==> src/rtl/excp_commit.sv <==
// rtl/excp_commit.sv - commit-stage exception/interrupt/ERTN sequencer with fetch redirect
module excp_commit (
    input  logic        clk,
    input  logic        reset,
    input  logic        wb_valid,
    output logic        wb_ready,
    input  logic [31:0] wb_pc,
    input  logic        wb_excp_valid,
    input  logic [5:0]  wb_ecode,
    input  logic [8:0]  wb_esubcode,
    input  logic        wb_ertn,
    input  logic        wb_csr_we,
    input  logic [13:0] wb_csr_waddr,
    input  logic [31:0] wb_csr_wdata,
    input  logic        has_int,
    input  logic [31:0] eentry,
    input  logic [31:0] era,
    output logic        csr_wr_en,
    output logic [13:0] csr_waddr,
    output logic [31:0] csr_wdata,
    output logic        excp_flush,
    output logic [31:0] era_out,
    output logic [5:0]  ecode_out,
    output logic [8:0]  esubcode_out,
    output logic        ertn_flush,
    output logic        flush_pipe,
    output logic        redirect_valid,
    input  logic        redirect_ready,
    output logic [31:0] redirect_pc,
    output logic [31:0] commit_cnt
);

    typedef enum logic [1:0] {
        S_IDLE     = 2'd0,
        S_FLUSH    = 2'd1,
        S_REDIRECT = 2'd2
    } state_t;

    state_t state_q;
    state_t state_d;

    // Remembers whether the pending redirect targets ERA (ERTN) or EENTRY (trap).
    logic   redirect_to_era;

    logic   accept;
    logic   take_int;
    logic   take_excp;
    logic   take_ertn;
    logic   take_norm;
    logic   take_trap;
    logic   redirect_fire;

    // Event classification: interrupt outranks exception, which outranks ERTN.
    always_comb begin
        accept        = wb_valid & wb_ready;
        take_int      = accept & has_int;
        take_excp     = accept & ~has_int & wb_excp_valid;
        take_ertn     = accept & ~has_int & ~wb_excp_valid & wb_ertn;
        take_norm     = accept & ~has_int & ~wb_excp_valid & ~wb_ertn;
        take_trap     = take_int | take_excp;
        redirect_fire = redirect_valid & redirect_ready;
    end

    // State register; reset drops straight back to IDLE from anywhere.
    always_ff @(posedge clk or negedge reset) begin
        if (!reset) begin
            state_q <= S_IDLE;
        end else begin
            state_q <= state_d;
        end
    end

    // Next-state logic and state-decoded handshake outputs.
    always_comb begin
        state_d        = state_q;
        wb_ready       = 1'b0;
        flush_pipe     = 1'b0;
        redirect_valid = 1'b0;
        case (state_q)
            S_IDLE: begin
                wb_ready = 1'b1;
                if (take_trap || take_ertn) begin
                    state_d = S_FLUSH;
                end
            end
            S_FLUSH: begin
                flush_pipe = 1'b1;
                state_d    = S_REDIRECT;
            end
            S_REDIRECT: begin
                flush_pipe     = 1'b1;
                redirect_valid = 1'b1;
                if (redirect_ready) begin
                    state_d = S_IDLE;
                end
            end
            default: begin
                state_d = S_IDLE;
            end
        endcase
    end

    // Single-cycle strobes toward the CSR file, only set in the cycle after acceptance.
    always_ff @(posedge clk or negedge reset) begin
        if (!reset) begin
            excp_flush <= 1'b0;
            ertn_flush <= 1'b0;
            csr_wr_en  <= 1'b0;
        end else begin
            excp_flush <= take_trap;
            ertn_flush <= take_ertn;
            csr_wr_en  <= take_norm & wb_csr_we;
        end
    end

    // CSR write address/data follow the last normally retired instruction.
    always_ff @(posedge clk or negedge reset) begin
        if (!reset) begin
            csr_waddr <= 14'd0;
            csr_wdata <= 32'd0;
        end else if (take_norm) begin
            csr_waddr <= wb_csr_waddr;
            csr_wdata <= wb_csr_wdata;
        end
    end

    // Trap record for the CSR file; interrupts report ecode/esubcode of zero.
    always_ff @(posedge clk or negedge reset) begin
        if (!reset) begin
            era_out      <= 32'd0;
            ecode_out    <= 6'd0;
            esubcode_out <= 9'd0;
        end else if (take_int) begin
            era_out      <= wb_pc;
            ecode_out    <= 6'd0;
            esubcode_out <= 9'd0;
        end else if (take_excp) begin
            era_out      <= wb_pc;
            ecode_out    <= wb_ecode;
            esubcode_out <= wb_esubcode;
        end
    end

    // Retired-instruction counter; traps do not retire, ERTN does. Wraps naturally.
    always_ff @(posedge clk or negedge reset) begin
        if (!reset) begin
            commit_cnt <= 32'd0;
        end else if (take_norm || take_ertn) begin
            commit_cnt <= commit_cnt + 32'd1;
        end
    end

    // Redirect kind is captured at acceptance, the target when leaving FLUSH.
    always_ff @(posedge clk or negedge reset) begin
        if (!reset) begin
            redirect_to_era <= 1'b0;
            redirect_pc     <= 32'd0;
        end else begin
            if (take_trap || take_ertn) begin
                redirect_to_era <= take_ertn;
            end
            if (state_q == S_FLUSH) begin
                redirect_pc <= redirect_to_era ? era : eentry;
            end else if (redirect_fire) begin
                redirect_pc <= redirect_pc;
            end
        end
    end

endmodule

==> config.mk <==
export PLATFORM = sky130hd
export DESIGN_NAME = excp_commit
export DESIGN_NICKNAME = d
export VERILOG_FILES = /design/src/rtl/excp_commit.sv
export SDC_FILE = /design/constraint.sdc
export NUM_CORES = 1
export LEC_CHECK = 0
export ABC_CLOCK_PERIOD_IN_PS = 2600
export CORE_MARGIN = 4
export CORE_UTILIZATION = 28
export DETAILED_ROUTE_END_ITERATION = 10
export SLEW_MARGIN = 20
export SYNTH_ARGS = -nofsm -noshare
export SYNTH_HDL_FRONTEND = slang
export SYNTH_SLANG_ARGS = --single-unit
==> constraint.sdc <==
create_clock -name clk -period 2.6 [get_ports clk]
set_input_delay 0.52 -clock clk [delete_from_list [all_inputs] [get_ports clk]]
set_output_delay 0.52 -clock clk [all_outputs]
set_load 0.02 [all_outputs]
==> results of run 1 <==
## cell usage after synthesis, types with 3 or more instances
| library cell | number | area share (%) |
|---|---|---|
| a21oi_1 | 32 | 2.4 |
| a22o_1 | 15 | 1.9 |
| and3_1 | 5 | 0.46 |
| buf_2 | 9 | 0.66 |
| buf_4 | 4 | 0.44 |
| clkbuf_1 | 12 | 0.66 |
| dfrtp_1 | 163 | 60 |
| ha_1 | 6 | 1.1 |
| inv_1 | 9 | 0.50 |
| mux2_2 | 48 | 7.9 |
| mux2i_1 | 32 | 4.7 |
| nand2_1 | 113 | 6.2 |
| nand3_1 | 6 | 0.44 |
| nand4_1 | 8 | 0.74 |
| nand4_4 | 3 | 0.94 |
| nor2_1 | 37 | 2.0 |
| nor3_1 | 9 | 0.66 |
| nor3_2 | 8 | 1.2 |
| xnor2_1 | 10 | 1.3 |
| xor2_1 | 21 | 2.7 |
## power by group through the flow
stage               combinational, mW  clock (mW)  sequential (mW)
global route                     5.85        2.67             4.22
finish                           5.45        2.46             4.08
global placement                 5.52           0             4.09
floorplan                        1.54           0             5.26
detailed placement               5.55           0             4.11
CTS                              5.56        2.56             4.09
## final cells by class
type / count / area (µm²)
Timing Repair Buffer: 337 / 3400
Fill cell: 2302 / 12600
Multi-Input combinational cell: 369 / 2550
Tap cell: 319 / 399
Inverter: 9 / 33.8
Sequential cell: 163 / 4080
Clock inverter: 14 / 136
Clock buffer: 18 / 439
## routing by layer
| layer | wire, µm | GRT usage [%] | share of wire, % |
|---|---|---|---|
| met1 | 8320 | 18.0 | 41 |
| met2 | 9800 | 24.8 | 48 |
| met3 | 2180 | 6.93 | 11 |
| met4 | 200 | 3.66 | 0.98 |
| met5 | 13 | 0 | 0.063 |
## stage by stage
| step | std cells | hold WS (ps) | power [mW] | area, µm² | worst slack [ps] |
|---|---|---|---|---|---|
| finish | 1229 | 32.9 | 12.0 | 11000 | 128 |
| global route | 1229 | 45.0 | 12.7 | 11000 | 7.94 |
| CTS | 1229 | 43.1 | 12.2 | 11000 | 72.6 |
| detailed placement | 1197 | 462 | 9.65 | 10500 | 282 |
| global placement | 1197 | 457 | 9.60 | 10500 | 286 |
| floorplan | 571 | 224 | 6.79 | 6810 | 584 |
## logic make-up after synthesis
kind of cell	synth area share, %
and+or+nand+nor	15.0
DFF	59.9
muxes	12.6
AOI/OAI and AO/OA	4.52
buffers and inverters	2.81
xor gates and xnor gates	3.99
adders and majority gates	1.10
## how the worst max path moves through the flow
stage	startpoint	to	slack, ps	cells after the start
floorplan	state_q[0]	state_q[0]	580	7
global placement	wb_valid	state_q[1]	290	5
detailed placement	wb_valid	state_q[0]	280	5
CTS	state_q[1]	wb_ready	70	3
global route	state_q[0]	wb_ready	8	3
finish	state_q[1]	wb_ready	130	3
## critical path: stages (launching register included)
cell	delay (ps)
dfrtp_1	400
inv_1	130
ha_1	350
clkdlybuf4s50_1	670
## sequential cells by signal, indices dropped and copies added (netlist names)
signal           cells
era_out             32
redirect_pc         32
csr_wdata           32
redirect_to_era      1
ertn_flush           1
csr_wr_en            1
esubcode_out         9
commit_cnt          32
excp_flush           1
ecode_out            6
state_q              2
csr_waddr           14
==> out/metrics.cfg, run 1 <==
[status]
outcome=complete, no violations

[pwr]
irDropWorstVdd_mv=0.516
power.density_nw_per_um2=1090
seqPwrFrac_pct=34.0
p_int_mw=7.50
pwr-share-clk_pct=20.6
switching_share_pct=37.4
switching_power_mw=4.48
p_comb_share_pct=45.4
leakage_nw=4.86

[die]
die_h_um=164
start_util_pct=28.7
die_width_um=164
io_pins=328
core_um2=23700
die_area_um2=26900
num_rows=56

[sta]
finalClockSkew_ps=14.0
fmax_ghz=0.405
min_period_ps=2470
slew_viol_final=0
setup_viol=0
hold_viol_final=0
tns_ps=0
grt_setup_unrepaired=no
max_slew_margin_pct=58.0
finalCritPeriodShare_pct=95.1
worst_pin_slew_ps=629

[yosys]
synth_warnings=0
synth.yosys.seq_area_share_pct=59.9
yosysUniqueCellTypes=36
synth_fp_nets=742
synthFlopType=dfrtp_1
synth_edf_count=0
syn_inst=571
syn-cell-area_um2=6810
ys_async_sr_fraction_pct=100
syn_area_per_cell_um2=11.9
synth-seq-cells=163

[final_layout]
fin_nets=1068
layout_commonest_cell=clkdlybuf4s50_1
areaGrowthSynthToFinish_pct=62.1
fin_util_pct=46.6
mostFrequentLayoutCells=clkdlybuf4s50_1 (326), dfrtp_1 (162), nand2_1 (113)
num_antenna_cells=0
drive_above_1_share_pct=12.4

[clocking]
clk_path_buf_depth=2
cts_sinks=163
cts.repair.resized=0
cts_made_buffers=17
clock_latency_ps=420
cts_root_buf=clkbuf_16
hold_buffers=0
clk_pin_slew_worst_paths_ps=70
cts-htree-levels=4
cts_tree=yes
cts_setup_buffers=0

[global_routing]
grt_max_degree=65
overflow=0
antenna_found_initial=1
grt_pass1_wl_mm=31.5
grt_use_total_pct=15.0
grt_pass1_vias=5660

[route]
wirelength_mm=20.5
viasPerCell=4.32
wire_per_inst_um=16.7
drt-pass1-iter-count=4
vias=5309
drc=0
drt-initial-drc-count=169
ant_nets=0

[critical_path]
r2r_slack_ps=500
cp.required_ps=2080
cp-end-kind=primary output
path_class=reg2out
arrival_ps=1950
ff2ff_path_depth=6
regToRegStartpoint=state_q[1]
cp-start-kind=flip-flop
r2r-end=state_q[0]
crit_fanout=6

[placement]
portBuffers=327
gp_congestion=0.729
dpl.hpwl_mm=15.2

[flow_run]
drv_cap=0

[hold_path]
hold_path_class=in2async

No activity file was read; power rests on OpenSTA's default activity.
==> run 2: changes to the inputs <==
--- a/config.mk
+++ b/config.mk
@@ -6,8 +6,8 @@
 export NUM_CORES = 1
 export LEC_CHECK = 0
 export ABC_CLOCK_PERIOD_IN_PS = 2600
-export CORE_MARGIN = 4
 export CORE_UTILIZATION = 28
+export CTS_CLUSTER_DIAMETER = 120
 export DETAILED_ROUTE_END_ITERATION = 10
 export SLEW_MARGIN = 20
 export SYNTH_ARGS = -nofsm -noshare
==> out/metrics.cfg, run 2 (same netlist as run 1, synthesis figures left out) <==
[pwr]
p_int_mw=7.63
switching_power_mw=4.42
switching_share_pct=36.7
power.density_nw_per_um2=1090
p_comb_share_pct=45.2
pwr-share-clk_pct=21.0
fin_total_pwr_mw=12.1
leakage_nw=4.86
seqPwrFrac_pct=33.8
irDropWorstVdd_mv=0.474

[clocking]
cts_tree=yes
hold_buffers=0
clk_pin_slew_worst_paths_ps=70
cts_setup_buffers=0
clock_latency_ps=430
cts_root_buf=clkbuf_16
clk_path_buf_depth=2
cts.repair.resized=0
cts_sinks=163
cts_made_buffers=17
cts-htree-levels=4

[route]
drt-initial-drc-count=232
wirelength_mm=19.8
drt-pass1-iter-count=4
viasPerCell=4.37
vias=5383
drc=0
wire_per_inst_um=16.1
ant_nets=0

[sta]
fmax_ghz=0.403
min_period_ps=2480
slew_viol_final=0
hold_viol_final=0
finalClockSkew_ps=12.4
hold_ws_ps=51.0
worst_slack_ps=118
finalCritPeriodShare_pct=95.5
setup_viol=0
max_slew_margin_pct=58.3
tns_ps=0
grt_setup_unrepaired=no
worst_pin_slew_ps=626

[placement]
dp_cells=1200
placed_area_um2=10500
dp_slack_ps=252
gp_congestion=0.748
dpl.hpwl_mm=14.4
portBuffers=327

[global_routing]
grtUsageMet2_pct=26.2
busiest_layer=met2
overflow=0
grt_pass1_vias=5486
grt_util_met1_pct=19.0
grt_pass1_wl_mm=29.9
grt_use_met3_pct=5.89
antenna_found_initial=0
grt_max_degree=65
grt_use_total_pct=15.9

[final_layout]
n_fill_cell=2265
num_antenna_cells=0
multi_input_area_um2=2550
drive_above_1_share_pct=12.5
final_cells=1231
fin_nets=1071
design_area_um2=11100
mostFrequentLayoutCells=clkdlybuf4s50_1 (326), dfrtp_1 (162), nand2_1 (113)
fin_util_pct=46.7
seq_area_um2=4080
areaGrowthSynthToFinish_pct=62.5
layout_commonest_cell=clkdlybuf4s50_1

[flow_run]
drv_cap=0

[die]
core_um2=23700
io_pins=328
die_area_um2=24900
die_h_um=158
die_width_um=158
start_util_pct=28.7
num_rows=56

[status]
outcome=complete, no violations

[critical_path]
cp.required_ps=2080
cp-end-kind=primary output
path_class=reg2out
cp-start-kind=flip-flop
arrival_ps=1960
crit_fanout=6

[hold_path]
hold_path_class=in2async

-- run 2: critical path, stage by stage, from the launching register on --
cell and delay [ps]:
dfrtp_1 400, inv_1 130, ha_1 350, clkdlybuf4s50_1 670
-- run 2: power groups by stage --
stage	Sequential, mW	Combinational (mW)	Clock (mW)
final	4.08	5.45	2.53
after global routing	4.22	5.84	2.72
after CTS	4.09	5.54	2.62
after detailed placement	4.10	5.53	0
after global placement	4.08	5.48	0
after floorplan	5.26	1.54	0
-- run 2: final timing paths --
path | startpoint | to | slack (ps) | depth (start not counted)
max reg2reg | state_q[1] | state_q[0] | 480 | 6
min | reset | commit_cnt[27] | 50 | 1
min reg2reg | era_out[5] | era_out[5] | 470 | 2
min in group clk | era_out[5] | era_out[5] | 470 | 2
max in group asynchronous | reset | csr_wdata[13] | 1830 | 2
max | state_q[1] | wb_ready | 120 | 3
-- run 2: cell type report --
| type | count | area share [%] |
|---|---|---|
| multi-input combinational | 369 | 23.0 |
| tap | 319 | 3.61 |
| timing repair buffer | 340 | 30.9 |
| clock buffer | 18 | 3.88 |
| clock inverter | 13 | 1.36 |
| sequential | 163 | 36.9 |
| inverter | 9 | 0.305 |
-- run 2: routing by layer --
layer,vias up,share of wire (%)
li1,2584,-
met1,2562,41
met2,220,48
met3,17,9.3
met4,0,1.3
met5,-,0
==> run 3: changes to the inputs <==
--- a/config.mk
+++ b/config.mk
@@ -6,9 +6,11 @@
 export NUM_CORES = 1
 export LEC_CHECK = 0
 export ABC_CLOCK_PERIOD_IN_PS = 2600
+export CORE_MARGIN = 1
 export CORE_UTILIZATION = 28
 export CTS_CLUSTER_DIAMETER = 120
 export DETAILED_ROUTE_END_ITERATION = 10
+export DONT_BUFFER_PORTS = 1
 export SLEW_MARGIN = 20
 export SYNTH_ARGS = -nofsm -noshare
 export SYNTH_HDL_FRONTEND = slang
==> out/metrics.cfg, run 3 (same netlist as run 1, synthesis figures left out) <==
[sta]
max_slew_margin_pct=50.8
worst_pin_slew_ps=737
grt_setup_unrepaired=no
hold_ws_ps=-204
finalCritPeriodShare_pct=83.6
hold_viol_final=163
slew_viol_final=0
fmax_ghz=0.460
tns_ps=0
min_period_ps=2170
finalClockSkew_ps=9.77
setup_viol=0

[clocking]
cts_sinks=163
cts-htree-levels=4
cts_setup_buffers=0
cts_root_buf=clkbuf_16
clk_path_buf_depth=2
cts_made_buffers=17
cts.repair.resized=0
cts_tree=yes
clk_pin_slew_worst_paths_ps=70
clock_latency_ps=410

[critical_path]
cp-end-kind=flip-flop
regToRegStartpoint=state_q[0]
crit_start=state_q[0]
critical_path_buf_inv_count=1
path_class=reg2reg
cp.required_ps=2900
path_cells=inv_1 > ha_1 > and4bb_1 > nand2_2 > a32oi_1 > mux2_2
critPathTopFamily=simple AND/OR/NAND/NOR gates
crit_fanout=7
slowest_stage=and4bb_1
slowest_delay_ps=470
cp-start-kind=flip-flop
arrival_ps=2470

[route]
vias=4125
ant_nets=0
viasPerCell=4.57
wirelength_mm=16.2
wl_met3_mm=1.59
drc=0
wire_per_inst_um=18.0
routed-wl-met2_mm=7.92
topRoutingLayerUsed=met4
drt-pass1-iter-count=4
met1_length_mm=6.43
drt-initial-drc-count=195

[status]
violations=hold timing
outcome=finished with violations

[die]
die_area_um2=24900
die_width_um=158
core_um2=23700
io_pins=328
num_rows=56
die_h_um=158
start_util_pct=28.7

[final_layout]
areaGrowthSynthToFinish_pct=13.1
design_area_um2=7700
layout_commonest_cell=dfrtp_1
fin_nets=741
drive_above_1_share_pct=19.0
multi_input_area_um2=2550
n_fill_cell=2432
seq_area_um2=4080
mostFrequentLayoutCells=dfrtp_1 (162), nand2_1 (113), mux2_2 (48)

[global_routing]
grt_max_degree=164
antenna_found_initial=1
grt_pass1_vias=4063
grt_pass1_wl_mm=23.3
overflow=0
grt_use_total_pct=12.7

[pwr]
leakage_nw=3.56
power.density_nw_per_um2=1260
irDropWorstVdd_mv=0.482

[placement]
placed_area_um2=7150
portBuffers=0
gp_congestion=0.729
dpl.hpwl_mm=11.7

[flow_run]
drv_cap=0

[hold_path]
hold_path_class=in2async

==> run 3: changes by cell type in the layout (fill, tap and decap cells not counted), sizes merged <==
cell           change
clkdlybuf4s50    -326
buf                -4
bufinv             -2
clkinv             +2
diode              +1
inv                +1
==> run 3: final timing paths <==
kind                                        to  slack [ps]  depth (start not counted)
worst min register to register      state_q[1]         550                          1
worst min-delay path            commit_cnt[29]        -200                          0
min in group clk                    era_out[3]         200                          2
worst max register to register      state_q[0]         430                          6
max in group asynchronous          era_out[22]        2560                          0
worst max-delay path                state_q[0]         430                          6
==> run 3: area by class of cell <==
type                    instances  area share (%)
clock buffers                  18            5.58
diodes                          1          0.0325
well taps                     319            5.19
clock inverters                14            1.54
multi-input cells             369            33.1
repair buffers                 10            1.14
flip-flops and latches        163            53.0
inverters                       9           0.439
==> run 3: per-stage QoR <==
stage	hold WS, ps	instances	total power [mW]	util [%]	setup slack, ps
5_1_grt	-236	903	10.2	32.5	299
6_report	-204	903	9.68	32.5	427
2_1_floorplan	224	571	6.79	-	584
3_5_place_dp	228	870	7.42	30.2	433
4_1_cts	-230	902	9.83	32.5	423
3_3_place_gp	227	870	7.36	30.2	511
==> run 3: worst register-to-register path: stages (launching register included) <==
cell	delay, ps
dfrtp_1	410
inv_1	120
ha_1	230
and4bb_1	470
nand2_2	140
a32oi_1	320
mux2_2	370
==> run 3: per-layer routing <==
layer | track usage, % | vias to the layer above
met5 | 0 | -
met1 | 14.5 | 1983
met2 | 21.1 | 205
li1 | - | 1924
met4 | 4.62 | 0
met3 | 5.15 | 13
==> run 3: report_power, final <==
part	total [mW]	switching [mW]	internal, mW	leakage, nW
logic	1.77	0.886	0.880	1.28
registers	5.55	2.04	3.51	2.02
clock network	2.36	1.11	1.25	0.258
total	9.68	4.03	5.64	3.56
